## config.mk

```make
export PLATFORM = sky130hd
export DESIGN_NAME = horner_eval
export DESIGN_NICKNAME = d
export VERILOG_FILES = /design/src/rtl/horner_eval_pkg.sv /design/src/rtl/horner_mac.sv /design/src/rtl/horner_eval.sv
export SDC_FILE = /design/constraint.sdc
export NUM_CORES = 1
export LEC_CHECK = 0
export ABC_AREA = 1
export CAP_MARGIN = 10
export CORE_ASPECT_RATIO = 1.4
export CORE_MARGIN = 2
export CORE_UTILIZATION = 35
export DETAILED_ROUTE_END_ITERATION = 8
export DONT_BUFFER_PORTS = 1
export GPL_ROUTABILITY_DRIVEN = 0
export SKIP_LAST_GASP = 1
export SLEW_MARGIN = 10
export SYNTH_ARGS = -nofsm -noshare
export SYNTH_HDL_FRONTEND = slang
export SYNTH_SLANG_ARGS = --single-unit
export TNS_END_PERCENT = 5
```

## constraint.sdc

```tcl
create_clock -name clk -period 5.6 [get_ports clk]
set_input_delay 1.12 -clock clk [delete_from_list [all_inputs] [get_ports clk]]
set_output_delay 1.12 -clock clk [all_outputs]
set_load 0.03 [all_outputs]
```

## src/rtl/horner_eval_pkg.sv

```systemverilog
// rtl/horner_eval_pkg.sv - shared state encodings and default sizes for the Horner evaluator
package horner_eval_pkg;

    localparam int DEF_DATA_WIDTH = 8;
    localparam int DEF_DEGREE     = 3;
    localparam int DEF_CNT_WIDTH  = 3;

    typedef enum logic [2:0] {
        ST_IDLE   = 3'd0,
        ST_X_RD   = 3'd1,
        ST_X_LAT  = 3'd2,
        ST_C_WAIT = 3'd3,
        ST_C_RD   = 3'd4,
        ST_C_ACC  = 3'd5,
        ST_Y_CHK  = 3'd6,
        ST_Y_WR   = 3'd7
    } state_t;

endpackage

```

## src/rtl/horner_mac.sv

```systemverilog
// rtl/horner_mac.sv - combinational Horner step: low DATA_WIDTH bits of acc*x + c (signed)
module horner_mac
    import horner_eval_pkg::*;
#(
    parameter int DATA_WIDTH = DEF_DATA_WIDTH
) (
    input  logic [DATA_WIDTH-1:0] i_acc,
    input  logic [DATA_WIDTH-1:0] i_x,
    input  logic [DATA_WIDTH-1:0] i_c,
    output logic [DATA_WIDTH-1:0] o_y
);

    // The low half of a two's-complement product does not depend on the
    // operand signs, so only DATA_WIDTH bits of the full product are formed.
    logic signed [DATA_WIDTH-1:0] w_prod;

    assign w_prod = $signed(i_acc) * $signed(i_x);
    assign o_y    = w_prod + i_c;

endmodule

```

## src/rtl/horner_eval.sv

```systemverilog
// rtl/horner_eval.sv - FIFO-fed polynomial evaluator using Horner's rule, one MAC per coefficient
module horner_eval
    import horner_eval_pkg::*;
#(
    parameter int DATA_WIDTH = DEF_DATA_WIDTH,
    parameter int DEGREE     = DEF_DEGREE,
    parameter int CNT_WIDTH  = DEF_CNT_WIDTH
) (
    input  logic                  clk,
    input  logic                  reset,
    input  logic [DATA_WIDTH-1:0] x_data,
    input  logic                  x_empty,
    output logic                  x_rd,
    input  logic [DATA_WIDTH-1:0] c_data,
    input  logic                  c_empty,
    output logic                  c_rd,
    output logic [DATA_WIDTH-1:0] y_data,
    input  logic                  y_full,
    output logic                  y_wr,
    output logic                  busy
);

    localparam logic [CNT_WIDTH-1:0] K_LAST = CNT_WIDTH'(DEGREE);

    state_t                r_state;
    logic [DATA_WIDTH-1:0] r_acc;
    logic [DATA_WIDTH-1:0] r_x;
    logic [CNT_WIDTH-1:0]  r_k;
    logic                  r_x_rd;
    logic                  r_c_rd;
    logic                  r_y_wr;
    logic [DATA_WIDTH-1:0] r_y_data;
    logic                  r_busy;
    logic [DATA_WIDTH-1:0] w_mac;

    horner_mac #(
        .DATA_WIDTH (DATA_WIDTH)
    ) u_mac (
        .i_acc (r_acc),
        .i_x   (r_x),
        .i_c   (c_data),
        .o_y   (w_mac)
    );

    // FIFO data appears the cycle after r_en is sampled, so each read is a
    // request state followed by a state that captures out_data.
    always_ff @(posedge clk or negedge reset) begin
        if (!reset) begin
            r_state  <= ST_IDLE;
            r_acc    <= '0;
            r_x      <= '0;
            r_k      <= '0;
            r_x_rd   <= 1'b0;
            r_c_rd   <= 1'b0;
            r_y_wr   <= 1'b0;
            r_y_data <= '0;
            r_busy   <= 1'b0;
        end else begin
            case (r_state)
                ST_IDLE: begin
                    if (!x_empty) begin
                        r_x_rd  <= 1'b1;
                        r_busy  <= 1'b1;
                        r_state <= ST_X_RD;
                    end
                end
                ST_X_RD: begin
                    r_x_rd  <= 1'b0;
                    r_state <= ST_X_LAT;
                end
                ST_X_LAT: begin
                    r_x     <= x_data;
                    r_acc   <= '0;
                    r_k     <= '0;
                    r_state <= ST_C_WAIT;
                end
                ST_C_WAIT: begin
                    if (!c_empty) begin
                        r_c_rd  <= 1'b1;
                        r_state <= ST_C_RD;
                    end
                end
                ST_C_RD: begin
                    r_c_rd  <= 1'b0;
                    r_state <= ST_C_ACC;
                end
                ST_C_ACC: begin
                    r_acc <= w_mac;
                    if (r_k == K_LAST) begin
                        r_state <= ST_Y_CHK;
                    end else begin
                        r_k     <= r_k + 1'b1;
                        r_state <= ST_C_WAIT;
                    end
                end
                ST_Y_CHK: begin
                    if (!y_full) begin
                        r_y_data <= r_acc;
                        r_y_wr   <= 1'b1;
                        r_state  <= ST_Y_WR;
                    end
                end
                ST_Y_WR: begin
                    r_y_wr  <= 1'b0;
                    r_busy  <= 1'b0;
                    r_state <= ST_IDLE;
                end
                default: begin
                    r_x_rd  <= 1'b0;
                    r_c_rd  <= 1'b0;
                    r_y_wr  <= 1'b0;
                    r_busy  <= 1'b0;
                    r_state <= ST_IDLE;
                end
            endcase
        end
    end

    assign x_rd   = r_x_rd;
    assign c_rd   = r_c_rd;
    assign y_wr   = r_y_wr;
    assign y_data = r_y_data;
    assign busy   = r_busy;

endmodule

```

==> results of run 1 <==
==> final timing paths <==
path / endpoint / cells after the start / slack, ns
worst max-delay path: r_acc[7] / 20 / 1.18
worst min-delay path: r_k[0] / 1 / 0.49
worst max register to register: r_acc[7] / 20 / 1.36
worst min register to register: r_k[0] / 1 / 0.49
max in group asynchronous: y_data[0] / 0 / 5.00
min in group asynchronous: r_acc[2] / 0 / 0.52
==> synth_stat cells, types with 2 or more instances <==
library cell  number
a21oi_1            4
ha_1              22
buf_2              3
nor2_1            10
inv_2              4
dfrtp_1           34
o21ai_0           13
mux2_2             6
o21ai_1            5
buf_6              4
nand2_2            5
nand2_1          107
mux2_1             2
nand3_1           17
buf_4              2
inv_1             72
nor3_1             2
nand3_2            2
fa_1              18
==> cell usage in the layout (no fill, tap or decap), types with 5 or more instances in the layout <==
| master | n |
|---|---|
| o21ai_0 | 13 |
| dfrtp_1 | 34 |
| clkbuf_8 | 5 |
| ha_1 | 22 |
| mux2_2 | 6 |
| nand2_2 | 5 |
| o21ai_1 | 5 |
| nand2_1 | 107 |
| nor2_1 | 10 |
| fa_1 | 18 |
| nand3_1 | 17 |
| inv_1 | 72 |
==> layer usage <==
metal,global-route usage (%),wire [um],up-vias,share of wire [%]
met1,16.46,2269,988,41
li1,-,-,1045,-
met4,6.281,108,0,2.0
met2,26.43,2938,39,53
met3,2.566,220,10,4.0
met5,0,0,-,0
==> stage by stage <==
step	total power (uW)	utilization (%)	hold WS (ns)	cells	instance area, um2
after floorplan	1377	-	0.4459	345	2745
after global placement	1553	36.29	0.4650	436	2795
after detailed placement	1585	36.29	0.4856	436	2795
after CTS	1827	37.77	0.5014	444	2909
after global routing	2035	37.77	0.4969	444	2909
final	1792	37.77	0.4948	444	2909
==> sequential cells by signal, indices dropped and copies added, names as in the netlist <==
name	count
r_state	3
y_wr	1
y_data	8
c_rd	1
x_rd	1
r_acc	8
r_k	3
r_x	8
busy	1
==> cells by family (layout without fill, tap and decap cells) <==
| logic type | count (synthesis) | after routing | synth area share, % |
|---|---|---|---|
| AO/OA/AOI/OAI | 28 | 28 | 5.834 |
| XOR/XNOR | 2 | 2 | 0.6382 |
| adder cells (fa/ha/maj) | 40 | 40 | 23.15 |
| buffers and inverters | 86 | 85 | 13.45 |
| flip-flops | 34 | 34 | 30.99 |
| multiplexers | 8 | 8 | 3.281 |
| AND/OR/NAND/NOR | 147 | 147 | 22.65 |
==> cell type report <==
cell class,instances,share of cell area [%]
tap,100,4.301
clock buffer,5,2.366
clock inverter,3,1.548
sequential,34,29.25
inverter,77,10.11
multi-input combinational,225,52.43
==> power by group through the flow <==
| stage | registers, uW | clock network [uW] | logic, uW |
|---|---|---|---|
| finish | 573 | 228 | 991 |
| CTS | 576 | 236 | 1020 |
| global placement | 580 | 0 | 973 |
| floorplan | 496 | 0 | 881 |
| global route | 594 | 248 | 1190 |
| detailed placement | 581 | 0 | 1000 |
==> impl_results.md, run 1 <==
* Status: finished, final reports clean
* Startpoint Class: input pin
* Ant diodes at 0
* Post-synth top area share at 30.99%
* Post-Route WL at 5537 um
* Critical path's slowest cell: fa_1
* Synth-to-Final Area Change at 5.971%
* Cts bufs inserted at 5
* Slowest stage delay, CP at 0.56 ns
* CTS tree: built
* Syn. warnings at 0
* Top Ports at 33
* Initial Util at 35.64%
* Sw frac at 50.30%
* WP buf/inv at 4
* Crit path required time at 5.78 ns
* Multi-input combinational cell area at 1525 um2
* Clock Power Share at 12.7%
* CP Capture Type: flop
* Setup slack at placement at 0.8613 ns
* Post-synth top area cell: dfrtp_1
* First-pass GRT wire length at 9660 um
* H-Tree Depth at 2
* Final setup violation count at 0
* RR Startpoint: r_x[1]
* Slew headroom at 66.51%
* PwrDens at 615.9 nW/um2
* Least-Margin Pin Slew at 0.5011 ns
* 1st-iter DRT viols at 55
* TritonRoute pass-1 iters at 6
* Leakage at 0.001587 uW
* Synth Flop Type: dfrtp_1
* Per-cell routed wire length at 12.47 um
* Sw Pwr at 901.2 uW
* Sequential fraction of the synthesis area at 30.99%
* Via count at 2082
* Internal Power at 890.6 uW
* Via density at 4.689
* Post-DP HPWL at 4572 um
* Largest net degree at the start of global routing at 35
* Worst EP arrival at 4.61 ns
* Synth area leaders: dfrtp_1 31%, nand2_1 15%, fa_1 13%, ha_1 10%, inv_1 9.8%
* Root buffer cell: clkbuf_8
* Number of fillers in the final layout at 815
* Mapped Cells at 345
* Clk_lat worst skew at 0.29 ns
* Port Buf Inserts at 0
* Unrepaired setup endpoints after global routing: no
* Setup_tns at 0 ns
* Number of setup buffers added after CTS at 0
* Register area at 850.8 um2
* F_max at 226.0 MHz
* PostCTS Resize Cnt at 0
* Yosys cell types at 32
* Worst-path clk slew at 0.08 ns
* Final hold viol count at 0
* Syn Area/Cell at 7.957 um2
* DIE HEIGHT at 108.8 um
* Via count of the first global-routing pass at 2138
* Min-Delay Startpoint: r_k[0]
* Max IR drop VDD at 243.6 uV
* Hold_buf cts at 0
* Min Clock Period, post-route at 4.424 ns
* Flop pwr share at 32.0%
* Nets at 404
* Min-Delay Path Class: reg2reg
* Worst Clk Skew at 0.006754 ns
* Critical path's top delay family: adder cells
* Mapped Area at 2745 um2
* CP Launch Point: c_data[6]
* Cell Rows at 38
* Clock sink count at 34
* Die area at 8578 um2
* Post-route DRC at 0
* Final Cycle Share at 79.01%
* Asr flop ratio synth at 100.0%
* Initial antenna violation count at 0
* DIE WIDTH at 78.85 um
* CP Cell Sequence: inv_1 -> fa_1 -> fa_1 -> fa_1 -> inv_1 -> fa_1 -> ha_1 -> ha_1 -> nand2_1 -> inv_1 -> nand2_1 -> nand3_1 -> nand2_1 -> nand2_1 -> inv_1 -> nand3_1 -> nand2_1 -> nand2_1 -> nand3_1 -> nand2_1
* Core area at 7702 um2
* Syn nets at 406
* Share of cells above drive strength 1 at 8.430%
* CTS max path bufs at 2
* Logic gate share of total power at 55.3%
* Final Max Tran Viols at 0
* Setup WS post-layout at 1.176 ns
* Total grt overflow at 0
* Yosys reg bits at 34
* Gr usage total at 14.47%
* Post-synth EDFFs at 0
* Most repeated library cell on the critical path: nand2_1
* Maximum Capacitance Violations at 0
* Largest fanout on the critical path at 4
* Crit Path Category: in2reg
* Routed Antenna Nets at 0
No activity file was read; power rests on OpenSTA's default activity.
==> run 2, diff against run 1 <==
- clock period: 5.6 -> 3.95 ns (I/O delays scaled with it)
==> run 2 against run 1 <==
  * Via count is 2.5% higher
  * Combinational power grew 98%
  * Power is 70% higher
==> impl_results.md, run 2 (same netlist as run 1, synthesis figures left out) <==
* Post-route DRC at 0 (unchanged)
* Core area at 7702 um2 (unchanged)
* Min-Delay Path Class: in2async (was reg2reg)
* Least-Margin Pin Slew at 0.5240 ns (was 0.5011 ns)
* Final setup violation count at 0 (unchanged)
* Initial Util at 35.64% (unchanged)
* Crit Path Category: reg2reg (was in2reg)
* CTS tree: built (unchanged)
* Sw frac at 46.94% (was 50.30%)
* Largest net degree at the start of global routing at 35 (unchanged)
* Multi-input combinational cell area at 1610 um2 (was 1525 um2)
* Cts bufs inserted at 5 (unchanged)
* Worst-path clk slew at 0.07 ns (was 0.08 ns)
* Per-cell routed wire length at 12.54 um (was 12.47 um)
* Post-Route WL at 5807 um (was 5537 um)
* Register area at 853.3 um2 (was 850.8 um2)
* Routed Antenna Nets at 0 (unchanged)
* RR Startpoint: r_x[0] (was r_x[1])
* H-Tree Depth at 2 (unchanged)
* Post-DP HPWL at 4791 um (was 4572 um)
* First-pass GRT wire length at 10070 um (was 9660 um)
* Clk_lat worst skew at 0.29 ns (about the same)
* PwrDens at 969.1 nW/um2 (was 615.9 nW/um2)
* Via count of the first global-routing pass at 2248 (was 2138)
* Clock Power Share at 10.2% (was 12.7%)
* Unrepaired setup endpoints after global routing: yes (was no)
* Via count at 2134 (was 2082)
* Startpoint Class: flop (was input pin)
* Die area at 8578 um2 (unchanged)
* Maximum Capacitance Violations at 0 (unchanged)
* Worst EP arrival at 4.11 ns (was 4.61 ns)
* Share of cells above drive strength 1 at 19.01% (was 8.430%)
* Hold_buf cts at 0 (unchanged)
* Clock sink count at 34 (unchanged)
* Internal Power at 1616 uW (was 890.6 uW)
* Port Buf Inserts at 0 (unchanged)
* WP buf/inv at 5 (was 4)
* Largest fanout on the critical path at 4 (unchanged)
* Ant diodes at 0 (unchanged)
* Number of fillers in the final layout at 832 (was 815)
* Top Ports at 33 (unchanged)
* Crit path required time at 4.13 ns (was 5.78 ns)
* Final Cycle Share at 99.41%
* Slew headroom at 64.98% (was 66.51%)
* Root buffer cell: clkbuf_8 (unchanged)
* Commonest cells after routing, fill and taps aside: 100 x nand2_1, 66 x inv_1, 32 x dfrtp_1 (was 107 x nand2_1, 72 x inv_1, 34 x dfrtp_1)
* Sw Pwr at 1430 uW (was 901.2 uW)
* Gr usage total at 15.20% (was 14.47%)
* TritonRoute pass-1 iters at 4 (was 6)
* Logic gate share of total power at 64.3% (was 55.3%)
* Post-DP Area at 2965 um2 (was 2795 um2)
* Worst Clk Skew at 0.006252 ns (was 0.006754 ns)
* Post-route cell area at 3143 um2 (was 2909 um2)
* Synth-to-Final Area Change at 14.49% (was 5.971%)
* Cell Rows at 38 (unchanged)
* Leakage at 0.001687 uW (was 0.001587 uW)
* DIE WIDTH at 78.85 um (unchanged)
* DIE HEIGHT at 108.8 um (unchanged)
* Final Power at 3046 uW (was 1792 uW)
* Status: finished, final reports clean (unchanged)
* Via density at 4.609 (was 4.689)
* Flop pwr share at 25.5% (was 32.0%)
* Critical path's slowest cell: fa_1 (unchanged)
* CP Cell Sequence: buf_6 -> buf_4 -> buf_4 -> nand2_1 -> fa_1 -> inv_1 -> fa_1 -> ha_1 -> fa_1 -> ha_1 -> ha_2 -> fa_1 -> nand2_1 -> inv_1 -> o32ai_1 (was inv_1 -> fa_1 -> fa_1 -> fa_1 -> inv_1 -> fa_1 -> ha_1 -> ha_1 -> nand2_1 -> inv_1 -> nand2_1 -> nand3_1 -> nand2_1 -> nand2_1 -> inv_1 -> nand3_1 -> nand2_1 -> nand2_1 -> nand3_1 -> nand2_1)
* CP Launch Point: r_x[0] (was c_data[6])
* CTS max path bufs at 2 (unchanged)
* Final hold viol count at 0 (unchanged)
* Setup_tns at 0 ns (unchanged)
* Nets at 423 (was 404)
* Critical path's top delay family: adder cells (unchanged)
* Min Clock Period, post-route at 3.927 ns
* 1st-iter DRT viols at 52 (was 55)
* Slowest stage delay, CP at 0.50 ns (was 0.56 ns)
* Total grt overflow at 0 (unchanged)
* Max IR drop VDD at 407.3 uV (was 243.6 uV)
* Commonest non-fill, non-tap cell in the layout: nand2_1 (unchanged)
* Initial antenna violation count at 0 (unchanged)
* CP Capture Type: flop (unchanged)
* Most repeated library cell on the critical path: fa_1 (was nand2_1)
* F_max at 254.7 MHz
* Final Max Tran Viols at 0 (unchanged)
run 2: stage by stage:
step,worst slack [ns],utilization (%),hold slack (ns),instances
2_1_floorplan,-0.005706,-,0.4459,345
3_3_place_gp,-0.1727,38.50,0.4633,452
3_5_place_dp,-0.2443,38.50,0.4726,452
4_1_cts,-0.02805,39.99,0.1750,461
5_1_grt,-0.1267,40.81,0.1744,463
6_report,0.02349,40.81,0.1953,463
run 2: layout make-up:
cell class / instances / area share, %
tap: 100 / 3.981
sequential: 34 / 27.15
clock inverter: 1 / 0.9554
clock buffer: 7 / 2.428
timing repair buffer: 19 / 4.658
multi-input combinational: 225 / 51.23
inverter: 77 / 9.594
run 2: metal layers:
| layer | part of all wire [%] | track usage (%) |
|---|---|---|
| met2 | 52 | 27.41 |
| met4 | 3.1 | 7.759 |
| met1 | 42 | 17.34 |
| met5 | 0 | 0 |
| met3 | 3.4 | 2.318 |
run 2: final timing paths:
| path | end | slack (ns) | cells after the start |
|---|---|---|---|
| setup / recovery | r_acc[6] | 0.02 | 15 |
| setup reg to reg | r_acc[6] | 0.02 | 15 |
| hold reg to reg | r_k[1] | 0.48 | 2 |
| max in group asynchronous | r_x[1] | 3.66 | 0 |
| hold / removal | y_data[6] | 0.20 | 0 |
| min in group clk | r_k[1] | 0.48 | 2 |
run 2: power by group through the flow:
| stage | combinational [uW] | clock, uW | sequential (uW) |
|---|---|---|---|
| 2_1_floorplan | 1410 | 0 | 703 |
| 3_3_place_gp | 1770 | 0 | 777 |
| 3_5_place_dp | 1810 | 0 | 778 |
| 4_1_cts | 1840 | 326 | 771 |
| 5_1_grt | 2260 | 339 | 799 |
| 6_report | 1960 | 310 | 776 |
run 2: timing repair:
item / CTS / global route
pin swaps: 0 / 11
gates resized for setup: 1 / 17
setup endpoints to repair: 2 / 2
buffers inserted: 1 / 2
